$ cat src/rtl/mem_access_unit_pkg.sv
// Shared encodings and helpers for the MEM-stage load/store engine.
// Imported by mem_align and mem_access_unit.
package mem_access_unit_pkg;

  localparam logic [1:0] DRAM_NONE  = 2'b00;
  localparam logic [1:0] DRAM_LOAD  = 2'b01;
  localparam logic [1:0] DRAM_STORE = 2'b10;

  localparam logic [1:0] AM_BYTE = 2'b00;
  localparam logic [1:0] AM_HALF = 2'b01;
  localparam logic [1:0] AM_WORD = 2'b10;

  localparam logic [1:0] S_IDLE = 2'b00;
  localparam logic [1:0] S_REQ  = 2'b01;
  localparam logic [1:0] S_DONE = 2'b10;

  // Mode 11 behaves as word.
  function automatic logic is_misaligned(
    input logic [1:0] mode,
    input logic [1:0] off
  );
    logic r;
    r = 1'b0;
    unique case (1'b1)
      (mode == AM_BYTE): r = 1'b0;
      (mode == AM_HALF): r = off[0];
      default:           r = |off;
    endcase
    return r;
  endfunction

endpackage

$ cat src/rtl/mem_align.sv
// Byte-lane steering for stores and lane extract/extend for loads.
// Purely combinational.
module mem_align
  import mem_access_unit_pkg::*;
(
  input  logic [1:0]  st_mode,
  input  logic [1:0]  st_off,
  input  logic [31:0] st_data,
  output logic [3:0]  wstrb,
  output logic [31:0] wdata,
  input  logic [1:0]  ld_mode,
  input  logic [1:0]  ld_off,
  input  logic        ld_sext,
  input  logic [31:0] rdata,
  output logic [31:0] ld_ext
);

  logic [7:0]  b;
  logic [15:0] h;

  always_comb begin
    wstrb = 4'b1111;
    wdata = st_data;
    unique case (1'b1)
      (st_mode == AM_BYTE): begin
        wstrb = 4'b0001 << st_off;
        wdata = {4{st_data[7:0]}};
      end
      (st_mode == AM_HALF): begin
        wstrb = 4'b0011 << {st_off[1], 1'b0};
        wdata = {2{st_data[15:0]}};
      end
      default: ;
    endcase
  end

  always_comb begin
    b = rdata[{ld_off, 3'b000} +: 8];
    h = rdata[{ld_off[1], 4'b0000} +: 16];
    ld_ext = rdata;
    unique case (1'b1)
      (ld_mode == AM_BYTE):
        ld_ext = {{24{ld_sext & b[7]}}, b};
      (ld_mode == AM_HALF):
        ld_ext = {{16{ld_sext & h[15]}}, h};
      default: ;
    endcase
  end

endmodule

$ cat src/rtl/mem_access_unit.sv
// MEM-stage load/store engine: req/ack bus master with
// pipeline stall, misalign detection and bus timeout.
module mem_access_unit
  import mem_access_unit_pkg::*;
#(
  parameter int TIMEOUT = 255,
  parameter int TO_W    = 8
) (
  input  logic        clk,
  input  logic        rst_n,
  input  logic        mem_valid,
  input  logic [1:0]  dram_sel,
  input  logic [1:0]  addr_mode,
  input  logic        sext_op,
  input  logic [31:0] alu_c,
  input  logic [31:0] rf_rD2,
  input  logic        flush,
  output logic        stall,
  output logic        mem_done,
  output logic [31:0] ld_data,
  output logic        misalign,
  output logic        bus_err,
  output logic        bus_req,
  output logic        bus_we,
  output logic [31:0] bus_addr,
  output logic [3:0]  bus_wstrb,
  output logic [31:0] bus_wdata,
  input  logic        bus_ack,
  input  logic [31:0] bus_rdata
);

  localparam logic [TO_W-1:0] TO_LAST =
    TO_W'(TIMEOUT - 1);

  logic [1:0]      state_q, state_d;
  logic [TO_W-1:0] cnt_q, cnt_d;
  logic [31:0]     addr_q, addr_d;
  logic [1:0]      off_q, off_d;
  logic [1:0]      mode_q, mode_d;
  logic            sext_q, sext_d;
  logic            we_q, we_d;
  logic [3:0]      wstrb_q, wstrb_d;
  logic [31:0]     wdata_q, wdata_d;
  logic [31:0]     ld_q, ld_d;
  logic            err_q, err_d;

  logic        is_ld, is_st, go, mis;
  logic [3:0]  al_wstrb;
  logic [31:0] al_wdata, al_ld;

  mem_align u_align (
    .st_mode (addr_mode),
    .st_off  (alu_c[1:0]),
    .st_data (rf_rD2),
    .wstrb   (al_wstrb),
    .wdata   (al_wdata),
    .ld_mode (mode_q),
    .ld_off  (off_q),
    .ld_sext (sext_q),
    .rdata   (bus_rdata),
    .ld_ext  (al_ld)
  );

  // rst_n gates go so every output reads 0 while in reset.
  assign is_ld = (dram_sel == DRAM_LOAD);
  assign is_st = (dram_sel == DRAM_STORE);
  assign go    = rst_n & mem_valid & (is_ld | is_st) & ~flush;
  assign mis   = is_misaligned(addr_mode, alu_c[1:0]);

  assign misalign  = (state_q == S_IDLE) & go & mis;
  assign stall     = ((state_q == S_IDLE) & go & ~mis)
                   | (state_q == S_REQ);
  assign bus_req   = (state_q == S_REQ);
  assign mem_done  = (state_q == S_DONE);
  assign bus_err   = (state_q == S_DONE) & err_q;
  assign bus_we    = we_q;
  assign bus_addr  = addr_q;
  assign bus_wstrb = wstrb_q;
  assign bus_wdata = wdata_q;
  assign ld_data   = ld_q;

  always_comb begin
    state_d = state_q;
    cnt_d   = cnt_q;
    addr_d  = addr_q;
    off_d   = off_q;
    mode_d  = mode_q;
    sext_d  = sext_q;
    we_d    = we_q;
    wstrb_d = wstrb_q;
    wdata_d = wdata_q;
    ld_d    = ld_q;
    err_d   = err_q;
    unique case (state_q)
      S_IDLE: begin
        if (go && !mis) begin
          addr_d  = {alu_c[31:2], 2'b00};
          off_d   = alu_c[1:0];
          mode_d  = addr_mode;
          sext_d  = sext_op;
          we_d    = is_st;
          wstrb_d = is_st ? al_wstrb : 4'b0000;
          wdata_d = is_st ? al_wdata : 32'd0;
          cnt_d   = '0;
          err_d   = 1'b0;
          state_d = S_REQ;
        end
      end
      S_REQ: begin
        cnt_d = cnt_q + TO_W'(1);
        if (bus_ack) begin
          ld_d    = we_q ? 32'd0 : al_ld;
          state_d = S_DONE;
        end else if (cnt_q == TO_LAST) begin
          ld_d    = 32'd0;
          err_d   = 1'b1;
          state_d = S_DONE;
        end
      end
      S_DONE: begin
        cnt_d   = '0;
        state_d = S_IDLE;
      end
      default: state_d = S_IDLE;
    endcase
  end

  always_ff @(posedge clk or negedge rst_n) begin
    if (!rst_n) begin
      state_q <= S_IDLE;
      cnt_q   <= '0;
      addr_q  <= '0;
      off_q   <= '0;
      mode_q  <= '0;
      sext_q  <= 1'b0;
      we_q    <= 1'b0;
      wstrb_q <= '0;
      wdata_q <= '0;
      ld_q    <= '0;
      err_q   <= 1'b0;
    end else begin
      state_q <= state_d;
      cnt_q   <= cnt_d;
      addr_q  <= addr_d;
      off_q   <= off_d;
      mode_q  <= mode_d;
      sext_q  <= sext_d;
      we_q    <= we_d;
      wstrb_q <= wstrb_d;
      wdata_q <= wdata_d;
      ld_q    <= ld_d;
      err_q   <= err_d;
    end
  end

endmodule

$ cat config.mk
export PLATFORM = sky130hd
export DESIGN_NAME = mem_access_unit
export DESIGN_NICKNAME = d
export VERILOG_FILES = /design/src/rtl/mem_access_unit_pkg.sv /design/src/rtl/mem_align.sv /design/src/rtl/mem_access_unit.sv
export SDC_FILE = /design/constraint.sdc
export NUM_CORES = 1
export LEC_CHECK = 0
export CORE_MARGIN = 10
export CORE_UTILIZATION = 44
export CTS_CLUSTER_SIZE = 12
export DETAILED_ROUTE_END_ITERATION = 8
export GPL_ROUTABILITY_DRIVEN = 0
export GPL_TIMING_DRIVEN = 0
export PLACE_DENSITY = 0.84
export SLEW_MARGIN = 30
export SYNTH_ARGS = -nofsm -noshare
export SYNTH_HDL_FRONTEND = slang
export SYNTH_SLANG_ARGS = --single-unit
$ cat constraint.sdc
create_clock -name clk -period 2.4 [get_ports clk]
set_clock_uncertainty 0.2 [all_clocks]
set_input_delay 0.24 -clock clk [delete_from_list [all_inputs] [get_ports clk]]
set_output_delay 0.24 -clock clk [all_outputs]
set_load 0.005 [all_outputs]
==> reports/summary.txt <==
Crit Path Category: input port to primary output
TritonCTS buffer count: 17
Switching share of power: 30.49%
Total number of vias: 5125
Power after layout: 9.066 mW
NumNets Final: 842
H-tree lvl count: 4
Static Leak: 3.653 nW
Die height: 132.4 µm
Die Footprint: 17520 µm²
First DRT Iteration DRCs: 565
Final routed DRC violation total: 0
Slew HR: 38.10%
Min Tclk post-route: 2.310 ns
Avg Cell Area, Syn: 11.23 µm²
Switch Pwr: 2.764 mW
DR WL/cell: 20.58 µm
CTS max path bufs: 2
Cell-internal power: 6.302 mW
Synth unique cells: 59
Most common cell in the netlist: dfrtp_1
Final setup viols: 0
Synth top cells by count: dfrtp_1 (115), nand2_1 (80), mux2_2 (44)
FMAX: 0.4329 GHz
Placement Setup Slack: -0.6817 ns
Post-route setup slack: 0.09003 ns
Clock power share: 26.3%
Cell Pwr Density: 1063 nW/µm²
DIE WIDTH: 132.4 µm
Global route overflow: 0
Crit-path cells: clkdlybuf4s50_1 -> inv_1 -> ha_1 -> and4bb_2 -> nand4_4 -> buf_8 -> nand2b_1 -> clkdlybuf4s15_1
Clock sink count: 115
First-pass GRT wire length: 29870 µm
Slowest cell delay on critical path: 0.45 ns
Starting Density: 45.50%
Hold Crit Class: input port to async pin
DP Wirelength: 14220 µm
Initial DRT Pass Iterations: 7
Status: finished, final reports clean
Critical-path top delay cell: clkdlybuf4s50_1
Post-synthesis register bit count: 115
Max VDD drop: 0.0005657 V
Rows: 40
Fill cells: 913
Core area: 12210 µm²
Period utilization: 96.25%
Port bufs: 209
# diodes: 0
Initial antenna violation count: 0
Final WL: 18730 µm
Pins Over Slew Limit: 0
Area share of the largest cell type after synthesis: 51.79%
Layout area overhead: 53.43%
Seq pwr share: 33.8%
Synth top area cells: dfrtp_1 (52%), mux2_2 (8.9%), nand2_1 (5.4%)
Unrepaired setup endpoints after global routing: false
Routed Antenna Nets: 0
WP data arrival: 1.87 ns
Worst slew pin tran: 0.9264 ns
Sequential element share of the synthesized area: 51.79%
Largest net degree at the start of global routing: 82
CTS tree: yes
Gate power share: 39.8%
Synth warn: 0
EDFF count, synth: 0
Setup TNS: 0 ns
Multi-input gate area: 2469 µm²
Max Fanout on Critical Path: 2
Synth Flop Type: dfrtp_1
Asr flop ratio synth: 100.0%
Synth area leader: dfrtp_1
Worst-Skew Late Latency: 0.41 ns
Max-cap violations: 0
Register area: 2878 µm²
CP Launch Type: input port
Number of global-route vias before repair: 5401
DR vias/cell: 5.632
CTS root buf: clkbuf_16
Boundary pin count: 212
Cells after Synth: 495
GRT Total Usage: 21.12%
Layout cells sized above 1: 15.36%
Post-synthesis cell area: 5557 µm²
Crit end category: primary output
Clk slew on worst S/H paths: 0.05 ns
Hold Vio Cnt, Final: 0
Data required, critical path: 1.96 ns
-- flip-flops by register name, indices dropped and copies added (netlist names) --
| name | cells |
|---|---|
| bus_wdata | 32 |
| ld_data | 32 |
| bus_addr | 30 |
| cnt_q | 8 |
| bus_wstrb | 4 |
| mode_q | 2 |
| off_q | 2 |
| state_q | 2 |
| bus_we | 1 |
| err_q | 1 |
| sext_q | 1 |
-- per-layer routing --
layer  track usage, %  routed length (µm)  part of all wire [%]
met1            23.86                7335                    39
met2            35.35                9244                    49
met3            7.965                1659                   8.9
met4            8.007                 485                   2.6
met5                0                   0                     0
-- layout make-up --
cell class | instances | area share, %
multi-input combinational | 336 | 28.96
clock inverter | 4 | 0.5283
buffer | 33 | 2.275
timing repair buffer | 215 | 25.48
sequential | 115 | 33.75
clock buffer | 28 | 6.061
inverter | 11 | 0.4843
tap | 168 | 2.466
-- per-stage QoR --
step           hold slack, ns  area, µm²  utilization (%)  std cells
2_1_floorplan         -0.2556       5560                -        496
3_3_place_gp           0.2635       7863            64.39        873
3_5_place_dp         -0.07071       7895            64.65        874
4_1_cts                0.1639       8529            69.85        911
5_1_grt                0.1842       8526            69.82        910
6_report               0.1644       8526            69.82        910
-- worst paths after layout --
| kind | cells past startpoint | end | startpoint | slack [ns] |
|---|---|---|---|---|
| min in group clk | 2 | sext_q$_DFFE_PN0P_ | sext_op | 0.24 |
| max in group asynchronous | 4 | bus_addr[19]$_DFFE_PN0P_ | rst_n | 1.19 |
| setup / recovery | 8 | stall | dram_sel[0] | 0.09 |
| hold / removal | 3 | cnt_q[5]$_DFFE_PN0P_ | rst_n | 0.16 |
| hold reg to reg | 2 | bus_wdata[17]$_DFFE_PN0P_ | bus_wdata[17]$_DFFE_PN0P_ | 0.28 |
| setup reg to reg | 7 | ld_data[25]$_DFFE_PN0P_ | state_q[1]$_DFFE_PN0P_ | 0.17 |
-- power by group through the flow --
| stage | clock (mW) | combinational [mW] | sequential (mW) |
|---|---|---|---|
| floorplan | 0 | 1.61 | 3.06 |
| global placement | 0 | 3.50 | 3.04 |
| detailed placement | 0 | 3.59 | 3.08 |
| CTS | 2.42 | 3.64 | 3.06 |
| global route | 2.51 | 3.91 | 3.15 |
| finish | 2.39 | 3.61 | 3.07 |
-- what timing repair did --
action	CTS	global route
setup endpoints to repair	12	32
pin swaps	1	1
endpoints found under the hold margin	115	0
buffers inserted	3	0
resized for setup	8	8
hold buffers	2	0
-- critical path, delay by kind of cell --
family / cells / cell delay (ns)
buf+inv: 4 / 0.84
fa+ha+maj: 1 / 0.27
simple gates: 3 / 0.52
-- layout by cell type, fill, tap and decap left out, types with 4 or more instances in the layout --
cell type,synthesis,final
a222oi_1,5,5
clkbuf_8,0,5
nor3_1,4,4
nand3_1,7,7
buf_2,10,9
buf_6,4,4
nor2b_1,4,4
nand2b_1,4,4
buf_4,3,7
a22o_1,5,5
o21ai_0,38,38
o2bb2ai_1,5,5
o31ai_1,17,17
clkdlybuf4s50_1,0,206
inv_1,9,9
nor2_1,11,11
dfrtp_1,115,115
ha_1,7,7
clkbuf_1,16,18
a21oi_1,5,5
a221o_1,23,23
mux2i_1,27,27
nand2_1,80,80
mux2_2,44,44
nor4_1,5,5
clkbuf_16,0,17
-- kinds of logic after synthesis --
family	after synthesis	synth area share, %
other cells	1	0.06749
buf+inv	45	4.008
simple gates	133	11.42
compound gates	121	16.96
mux	72	14.03
xor+xnor	1	0.1577
fa+ha+maj	7	1.576
flops	115	51.79
No activity file was read; power rests on OpenSTA's default activity.
